<file path="src/rtl/capture_seq_if.sv">
// rtl/capture_seq_if.sv - sample-in / capture-out stream bundle for capture_seq
interface capture_seq_if #(
  parameter int size = 32
);
  logic [size-1:0] s_tdata;
  logic            s_tvalid;
  logic [size-1:0] m_tdata;
  logic            m_tvalid;
  logic            m_tready;
  logic            m_tlast;

  modport master (
    output s_tdata, s_tvalid, m_tready,
    input  m_tdata, m_tvalid, m_tlast
  );

  modport slave (
    input  s_tdata, s_tvalid, m_tready,
    output m_tdata, m_tvalid, m_tlast
  );
endinterface

</file>
<file path="src/rtl/capture_seq.sv">
// rtl/capture_seq.sv - multi-stage trigger sequencer with pre/post window and stream output
module capture_seq #(
  parameter int size    = 32,
  parameter int levels  = 8,
  parameter int saddr_w = 24,
  parameter int cnt_w   = 16
) (
  input  logic                          clk,
  input  logic                          reset,
  input  logic                          arm,
  input  logic                          abort,
  capture_seq_if.slave                  bus,
  input  logic [levels*size-1:0]        trig_mask,
  input  logic [levels*size-1:0]        trig_type,
  input  logic [levels*size-1:0]        trig_level,
  input  logic [levels*cnt_w-1:0]       trig_count,
  input  logic [$clog2(levels+1)-1:0]   levels_used,
  input  logic [saddr_w-1:0]            buffer_size,
  input  logic [saddr_w-1:0]            post_trigger_count,
  output logic                          triggered,
  output logic                          done,
  output logic                          overrun,
  output logic [$clog2(levels+1)-1:0]   stage,
  output logic [saddr_w-1:0]            trigger_pos
);
  localparam int sw = $clog2(levels + 1);
  localparam logic [sw-1:0] lv_max = sw'(levels);

  typedef enum logic [2:0] {S_IDLE, S_PRE, S_WAIT, S_POST, S_DONE} state_t;
  state_t state_q, state_d;

  logic [saddr_w-1:0] wr_addr, pre_cnt, post_cnt;
  logic [cnt_w-1:0]   occ;
  logic [size-1:0]    prev_data;
  logic               prev_valid;

  logic               active, go_abort, go_arm, acc_ok, drop;
  logic [sw-1:0]      lu_eff;
  logic [saddr_w-1:0] post_eff, pre_len, wr_next;
  logic               eval;
  int                 sel_i;
  logic [size-1:0]    cur_mask, cur_type, cur_level;
  logic [cnt_w-1:0]   cur_need, need_eff;
  logic [size-1:0]    lvl_ok, edge_ok, bit_ok;
  logic               stage_hit, stage_done, trig_fire, last_fire;

  always_comb begin
    active   = (state_q == S_PRE) || (state_q == S_WAIT) || (state_q == S_POST);
    go_abort = abort && active;
    go_arm   = arm && !abort && ((state_q == S_IDLE) || (state_q == S_DONE));
    acc_ok   = active && !abort && bus.s_tvalid && (!bus.m_tvalid || bus.m_tready);
    drop     = active && bus.s_tvalid && bus.m_tvalid && !bus.m_tready;

    lu_eff = (levels_used > lv_max) ? lv_max : levels_used;
    if (post_trigger_count == '0)
      post_eff = saddr_w'(1);
    else if (post_trigger_count > buffer_size)
      post_eff = buffer_size;
    else
      post_eff = post_trigger_count;
    pre_len = buffer_size - post_eff;
    wr_next = (wr_addr == buffer_size - saddr_w'(1)) ? '0 : wr_addr + saddr_w'(1);
  end

  // Stage index is only meaningful while below lu_eff; elsewhere slot 0 keeps the select in range.
  always_comb begin
    eval      = (state_q == S_WAIT) && (stage < lu_eff);
    sel_i     = eval ? int'(stage) : 0;
    cur_mask  = trig_mask[sel_i*size +: size];
    cur_type  = trig_type[sel_i*size +: size];
    cur_level = trig_level[sel_i*size +: size];
    cur_need  = trig_count[sel_i*cnt_w +: cnt_w];
    need_eff  = (cur_need == '0) ? cnt_w'(1) : cur_need;

    lvl_ok     = ~(bus.s_tdata ^ cur_level);
    edge_ok    = lvl_ok & (prev_data ^ bus.s_tdata) & {size{prev_valid}};
    bit_ok     = (cur_type & edge_ok) | (~cur_type & lvl_ok);
    stage_hit  = &(bit_ok | ~cur_mask);
    stage_done = stage_hit && (occ + cnt_w'(1) == need_eff);

    trig_fire = acc_ok && (state_q == S_WAIT) &&
                ((lu_eff == '0) || (eval && stage_done && (stage + sw'(1) == lu_eff)));
    last_fire = (trig_fire && (post_eff == saddr_w'(1))) ||
                (acc_ok && (state_q == S_POST) && (post_cnt + saddr_w'(1) == post_eff));
  end

  always_comb begin
    state_d = state_q;
    case (state_q)
      S_IDLE, S_DONE: if (go_arm) state_d = (pre_len == '0) ? S_WAIT : S_PRE;
      S_PRE: begin
        if (go_abort) state_d = S_IDLE;
        else if (acc_ok && (pre_cnt + saddr_w'(1) == pre_len)) state_d = S_WAIT;
      end
      S_WAIT: begin
        if (go_abort) state_d = S_IDLE;
        else if (trig_fire) state_d = last_fire ? S_DONE : S_POST;
      end
      S_POST: begin
        if (go_abort) state_d = S_IDLE;
        else if (last_fire) state_d = S_DONE;
      end
      default: state_d = S_IDLE;
    endcase
  end

  always_ff @(posedge clk) begin
    if (reset) begin
      state_q      <= S_IDLE;
      bus.m_tdata  <= '0;
      bus.m_tvalid <= 1'b0;
      bus.m_tlast  <= 1'b0;
      triggered    <= 1'b0;
      done         <= 1'b0;
      overrun      <= 1'b0;
      stage        <= '0;
      trigger_pos  <= '0;
      wr_addr      <= '0;
      pre_cnt      <= '0;
      post_cnt     <= '0;
      occ          <= '0;
      prev_data    <= '0;
      prev_valid   <= 1'b0;
    end else begin
      state_q <= state_d;
      done    <= (state_q == S_DONE) && (state_d == S_DONE);
      if (go_arm) begin
        triggered  <= 1'b0;
        overrun    <= 1'b0;
        stage      <= '0;
        wr_addr    <= '0;
        pre_cnt    <= '0;
        post_cnt   <= '0;
        occ        <= '0;
        prev_valid <= 1'b0;
      end
      if (go_abort) begin
        triggered    <= 1'b0;
        bus.m_tvalid <= 1'b0;
        bus.m_tlast  <= 1'b0;
      end else begin
        if (drop) overrun <= 1'b1;
        if (acc_ok) begin
          bus.m_tdata  <= bus.s_tdata;
          bus.m_tvalid <= 1'b1;
          bus.m_tlast  <= last_fire;
          prev_data    <= bus.s_tdata;
          prev_valid   <= 1'b1;
          wr_addr      <= wr_next;
          if (state_q == S_PRE) pre_cnt <= pre_cnt + saddr_w'(1);
          if (state_q == S_POST) post_cnt <= post_cnt + saddr_w'(1);
          if (eval && stage_hit) begin
            if (stage_done) begin
              occ   <= '0;
              stage <= stage + sw'(1);
            end else begin
              occ <= occ + cnt_w'(1);
            end
          end
          if (trig_fire) begin
            trigger_pos <= wr_addr;
            triggered   <= 1'b1;
            post_cnt    <= saddr_w'(1);
          end
        end else if (bus.m_tready) begin
          bus.m_tvalid <= 1'b0;
          bus.m_tlast  <= 1'b0;
        end
      end
    end
  end
endmodule

</file>
<file path="src/flat_wrapper.sv">
// flat-port wrapper written by rule: the top's interface ports become plain ports
module capture_seq_flat 
#(
  parameter int size    = 32,
  parameter int levels  = 8,
  parameter int saddr_w = 24,
  parameter int cnt_w   = 16
)
  (clk, reset, arm, abort, trig_mask, trig_type, trig_level, trig_count, levels_used, buffer_size, post_trigger_count, triggered, done, overrun, stage, trigger_pos, bus_s_tdata, bus_s_tvalid, bus_m_tready, bus_m_tdata, bus_m_tvalid, bus_m_tlast);
  capture_seq_if #(.size(size)) bus_i ();
  input  logic clk;
  input  logic reset;
  input  logic arm;
  input  logic abort;
  input  logic [levels*size-1:0] trig_mask;
  input  logic [levels*size-1:0] trig_type;
  input  logic [levels*size-1:0] trig_level;
  input  logic [levels*cnt_w-1:0] trig_count;
  input  logic [$clog2(levels+1)-1:0] levels_used;
  input  logic [saddr_w-1:0] buffer_size;
  input  logic [saddr_w-1:0] post_trigger_count;
  output logic triggered;
  output logic done;
  output logic overrun;
  output logic [$clog2(levels+1)-1:0] stage;
  output logic [saddr_w-1:0] trigger_pos;
  input wire logic [$bits(bus_i.s_tdata)-1:0] bus_s_tdata;
  input wire logic [$bits(bus_i.s_tvalid)-1:0] bus_s_tvalid;
  input wire logic [$bits(bus_i.m_tready)-1:0] bus_m_tready;
  output wire logic [$bits(bus_i.m_tdata)-1:0] bus_m_tdata;
  output wire logic [$bits(bus_i.m_tvalid)-1:0] bus_m_tvalid;
  output wire logic [$bits(bus_i.m_tlast)-1:0] bus_m_tlast;
  assign bus_i.s_tdata = bus_s_tdata;
  assign bus_i.s_tvalid = bus_s_tvalid;
  assign bus_i.m_tready = bus_m_tready;
  assign bus_m_tdata = bus_i.m_tdata;
  assign bus_m_tvalid = bus_i.m_tvalid;
  assign bus_m_tlast = bus_i.m_tlast;
  capture_seq #(.size(size), .levels(levels), .saddr_w(saddr_w), .cnt_w(cnt_w)) u_core (.clk(clk), .reset(reset), .arm(arm), .abort(abort), .bus(bus_i), .trig_mask(trig_mask), .trig_type(trig_type), .trig_level(trig_level), .trig_count(trig_count), .levels_used(levels_used), .buffer_size(buffer_size), .post_trigger_count(post_trigger_count), .triggered(triggered), .done(done), .overrun(overrun), .stage(stage), .trigger_pos(trigger_pos));
endmodule
</file>
<file path="config.mk">
export PLATFORM = sky130hd
export DESIGN_NAME = capture_seq_flat
export DESIGN_NICKNAME = d
export VERILOG_FILES = /design/src/rtl/capture_seq_if.sv /design/src/rtl/capture_seq.sv /design/src/flat_wrapper.sv
export SDC_FILE = /design/constraint.sdc
export NUM_CORES = 1
export LEC_CHECK = 0
export BUFFER_PORTS_ARGS = -buffer_cell sky130_fd_sc_hd__buf_2
export CELL_PAD_IN_SITES_DETAIL_PLACEMENT = 1
export CELL_PAD_IN_SITES_GLOBAL_PLACEMENT = 2
export CORE_AREA = 2 2 414 416
export DETAILED_ROUTE_END_ITERATION = 10
export DIE_AREA = 0 0 416 418
export GPL_ROUTABILITY_DRIVEN = 0
export PLACE_DENSITY = 0.49
export SLEW_MARGIN = 30
export SYNTH_ARGS = -nofsm -noshare
export SYNTH_HDL_FRONTEND = slang
export SYNTH_SLANG_ARGS = --single-unit
</file>
<file path="constraint.sdc">
create_clock -name clk -period 9.8 [get_ports clk]
set_input_delay 1.96 -clock clk [delete_from_list [all_inputs] [get_ports clk]]
set_output_delay 1.96 -clock clk [all_outputs]
set_load 0.02 [all_outputs]
</file>
Word level (Yosys, flattened, before mapping). Cells that the tools add are included. Widths: inputs -> output; s select.

Bits of input ports: 986. Output and inout bits: 65. Bits in registers: 157. Word-level logic and storage cells: 142.

Shifts and indexed selects: 4. Reductions and logical operators: 41. $lt $le $gt $ge: 3. Muxes and demuxes: 50. Equality and inequality tests: 11. Bitwise logic cells: 12. Add/subtract/negate cells: 7.

Operators by type and width (count): $shiftx 256x32->32 (3); $mux 24 (15); $and 32x32->32 (4); $shiftx 128x32->16 (1); $mux 16 (6); $not 32->32 (3); $add 24x1->24 const B (3); $eq 24x24->1 (3); $or 32x32->32 (2); $xor 32x32->32 (2); $logic_not 24->1 (2); $reduce_and 32->1 (1); $mux 4 (7); $eq 24x1->1 const B (1); $gt 24x24->1 (1); $mux 3 (8); $sub 24x1->24 const B (1); $sub 24x24->24 (1); $logic_and 1x1->1 (21); $add 16x1->16 const B (1); $eq 16x16->1 (1); $logic_not 16->1 (1); $mux 1 (12); $pmux 3 s4 (1); other kinds (17) (27).

Logic depth before layout (Yosys ltp).
Word-level depth: 27. Gate-level depth with buffers: 26. Mapped depth without buffers: 23.

Worst setup path after synthesis. Ideal clock, no wire load.

Path type: input-to-reg. Start point: input buffer_size[4]. End point: register u_core.state_q[1]. Data arrival time: 7.581 ns. Path buffers: 4. Path slack: 2.145 ns. Required time: 9.726 ns. Library setup time: 0.074 ns. Cell stages on the path: 25. Cell sequence: clkbuf_1 -> inv_1 -> ha_1 -> a21oi_1 -> o21ai_0 -> a21o_1 -> o311ai_0 -> clkbuf_1 -> clkbuf_1 -> nand3_1 -> o31ai_1 -> inv_1 -> ha_1 -> clkbuf_1 -> nand2_1 -> or4_1 -> a21oi_1 -> o2111a_1 -> nor3_1 -> xnor2_1 -> or4b_2 -> or4_1 -> nor4_1 -> a41oi_1 -> o21ai_0.

Word-level cells in the longest chain between the ends: 10. Elaborated cells on any way between the ends: 22.

RTL lines: from (decl) (RTL line flat_wrapper.sv:20) `input logic [saddr_w-1:0] buffer_size;`; parallel branches: the longest is 9 deep, another holds $gt 24x24->1; $pmux 3 s4 * (RTL line capture_seq.sv:89) `case (state_q)`; to (signal assigned) (RTL line capture_seq.sv:125) `state_q <= state_d;`; to (decl) (RTL line capture_seq.sv:30) `state_t state_q, state_d;`.

Mark *: on every way between the ends. A chain may end at the register's enable or synchronous reset.

Worst setup path in the final report.
Start point: input buffer_size[18]. End point: register u_core.state_q[1].

Same word-level chain as after synthesis.

==> impl_metrics.json <==
{
  "fp.dieW_um": 416,
  "status": "complete, no violations",
  "grt_max_degree": 114,
  "cts_resized": 0,
  "synthArstFlopShare_pct": 0,
  "layout-drive-gt1-share_pct": 29.76,
  "synth.distinct_cells": 97,
  "synth_mux_area_share_pct": 6.012,
  "synth_top_area_share_pct": 13.45,
  "synth_compound_area_share_pct": 32.11,
  "clk_latency_ns": 0.51,
  "cts_tree": "built",
  "antenna_found_initial": 100,
  "grt_usage_pct": 22.78,
  "pre_cts_slack_ns": 1.036,
  "p_per_area_nw_per_um2": 78.73,
  "netlist_instances": 3488,
  "firstDrtPassIters": 5,
  "vdd_drop_max_uv": 137.9,
  "utilization_pct": 18.71,
  "wire_per_inst_um": 31.28,
  "setup_viol": 0,
  "power_leakage_nw": 12.61,
  "clock-sinks": 157,
  "rsz0062_at_grt": "false",
  "initial_core_util_pct": 13.82,
  "cts_hold_buffers": 0,
  "overflow": 0,
  "period_minus_slack_ns": 8.174,
  "cts_post_setup_buffers_inserted": 0,
  "routed_wl_um": 207000,
  "synth_top_family_by_area": "compound AO/OA/AOI/OAI gates",
  "finalHoldViolCount": 0,
  "timing.fmax_mhz": 122.3,
  "fin_crit_sh_pct": 83.41,
  "syn-cell-area_um2": 23370,
  "syn-num-nets": 4532,
  "setup_ws_ns": 1.626,
  "drv_cap": 0,
  "r2r_setup_slack_ns": 2.36,
  "pin_count": 1051,
  "synthAdderAreaFrac_pct": 3.137,
  "ant_nets": 0,
  "yosysWarnings": 0,
  "drtIter0Drc": 2409,
  "worst_slew_margin_rel_pct": 28.08,
  "synthFlopType": "dfxtp_1",
  "crit_path_end_kind": "flop",
  "drv_slew": 0,
  "yosys.area_share.simple_pct": 31.46,
  "rows": 151,
  "regArea_um2": 3149,
  "grt_pass1_wl_um": 277200,
  "cp.arrival_ns": 8.61,
  "core_um2": 169100,
  "worst_pin_slew_ns": 1.052,
  "fp.dieH_um": 418,
  "synth_xor_xnor_area_share_pct": 6.638,
  "yosys-top-cells-area": "dfxtp_1 13%, a21oi_1 6.4%, o21ai_0 6.2%",
  "cp.required_ns": 10.24,
  "ys_ff_latch": 157,
  "synth_commonest_cells": "349 x nand2_1, 300 x a21oi_1, 291 x o21ai_0",
  "worst_clock_skew_ns": 0.01573,
  "synth_seq_area_share_pct": 13.45,
  "path_max_fanout": 15,
  "clock_path_buffers": 2,
  "synth-edff-count": 0,
  "hp-class": "flop to flop",
  "clk_pin_slew_worst_paths_ns": 0.08,
  "grt_pass1_vias": 32230,
  "fillers": 20850,
  "yosysTopAreaCell": "dfxtp_1",
  "htreeDepth": 4,
  "routed_via_density": 4.890,
  "multi_input_area_um2": 18700,
  "cts_made_buffers": 17,
  "num_vias": 32360,
  "worst-setup-path-type": "input pin to flop",
  "syn_area_per_cell_um2": 6.701,
  "drcViolationCount": 0,
  "port_buffers": 1050,
  "final_nets": 5386,
  "dieArea_um2": 173900,
  "yosysMostFrequentCell": "nand2_1",
  "tns_ns": 0,
  "start_kind": "input pin",
  "syn_to_final_growth_pct": 35.36,
  "cts_root_buf": "clkbuf_16",
  "dpl.hpwl_um": 172100
}
==> power breakdown <==
| part | leakage, nW | switching [W] | internal (W) |
|---|---|---|---|
| logic | 11.0 | 0.000645 | 0.000424 |
| registers | 1.27 | 0.00000404 | 0.000640 |
| clock network | 0.307 | 0.000358 | 0.000420 |
==> registers in the layout, indices dropped and copies added (netlist names), 3 cells and up <==
register and cells:
u_core.state_q 3, u_core.pre_cnt 24, u_core.wr_addr 24, u_core.stage 4, u_core.trigger_pos 24, u_core.bus.m_tdata 32, u_core.post_cnt 24, u_core.occ 16
==> worst paths after layout <==
kind                                        from                  to  depth (start not counted)
worst max-delay path             buffer_size[18]   u_core.state_q[1]                         24
worst min-delay path            u_core.triggered    u_core.triggered                          2
worst max register to register   u_core.stage[0]  u_core.post_cnt[4]                         16
worst min register to register  u_core.triggered    u_core.triggered                          2
==> metal layers <==
layer	part of all wire (%)	vias up	wire length, µm	global-route usage (%)
met4	3.4	18	6941	6.527
met2	49	1081	100900	39.70
met3	4.7	232	9750	3.298
met5	0.047	-	97	0
met1	43	16260	89290	28.92
li1	-	14780	-	-
==> layout by cell type (no fill, tap or decap), types with 19 or more instances in the layout <==
| cell | netlist | routed |
|---|---|---|
| nor2_1 | 218 | 211 |
| xor2_1 | 80 | 80 |
| o2bb2ai_1 | 22 | 21 |
| dfxtp_1 | 157 | 154 |
| nor4_1 | 27 | 27 |
| o21ai_0 | 291 | 291 |
| nor3_1 | 91 | 91 |
| a22oi_1 | 57 | 57 |
| a31oi_1 | 24 | 24 |
| a2111oi_0 | 36 | 34 |
| buf_2 | 73 | 1049 |
| a22o_1 | 30 | 30 |
| xnor2_1 | 92 | 92 |
| nand3b_1 | 36 | 36 |
| nor2b_1 | 45 | 45 |
| a21o_1 | 30 | 30 |
| a41oi_1 | 19 | 19 |
| mux2_2 | 73 | 73 |
| diode_2 | 0 | 46 |
| o211ai_1 | 27 | 27 |
| a211oi_1 | 36 | 36 |
| nand2_1 | 349 | 345 |
| or3_1 | 44 | 44 |
| inv_1 | 105 | 104 |
| o31ai_1 | 45 | 45 |
| buf_4 | 22 | 61 |
| nand2b_1 | 36 | 36 |
| a21oi_1 | 300 | 299 |
| mux2i_1 | 56 | 56 |
| o22ai_1 | 34 | 34 |
| and2_1 | 45 | 45 |
| ha_1 | 57 | 57 |
| nand3_1 | 256 | 256 |
| nand4_1 | 68 | 68 |
| and3_1 | 116 | 116 |
| o31a_1 | 26 | 26 |
==> per-stage QoR <==
step	cells	hold WS, ns	area (µm²)	total power, W
6_report	6619	0.4656	31640	0.002491
3_5_place_dp	6541	0.4593	30890	0.001726
5_1_grt	6596	0.5021	31580	0.002640
3_3_place_gp	6541	0.4485	30830	0.001720
4_1_cts	6573	0.4718	31510	0.002539
2_1_floorplan	3488	0.4467	23370	0.001193
==> logic make-up after synthesis <==
kind of cell	Yosys count
AND/OR/NAND/NOR	1427
buffers and inverters	390
multiplexers	130
XOR/XNOR	174
AO/OA/AOI/OAI	1152
adder cells (fa/ha/maj)	58
flip-flops	157
==> critical path, stage by stage <==
cell and delay, ns:
buf_2 0.18, inv_1 0.12, ha_1 0.34, nand3_1 0.08, nor3_1 0.56, nand3_1 0.27
and2_0 0.35, nor2_2 0.17, buf_4 0.22, nor2_1 0.06, o21ai_0 0.49, ha_1 0.38
nor2b_1 0.15, o21a_1 0.20, o21ai_0 0.33, a211o_1 0.25, nand2_1 0.13, a41oi_1 0.41
xor2_1 0.31, or4b_2 0.62, or4_1 0.48, nor4_1 0.31, a41oi_1 0.10, o21ai_0 0.11
==> layout make-up <==
cell class	count	share of cell area, %
timing repair buffer	1119	18.56
clock inverter	13	0.5537
tap	2218	8.772
antenna	46	0.3638
inverter	106	1.262
clock buffer	19	1.432
sequential	157	9.954
multi-input combinational	2941	59.11
Note: power is estimated with default switching activity, not from simulation.
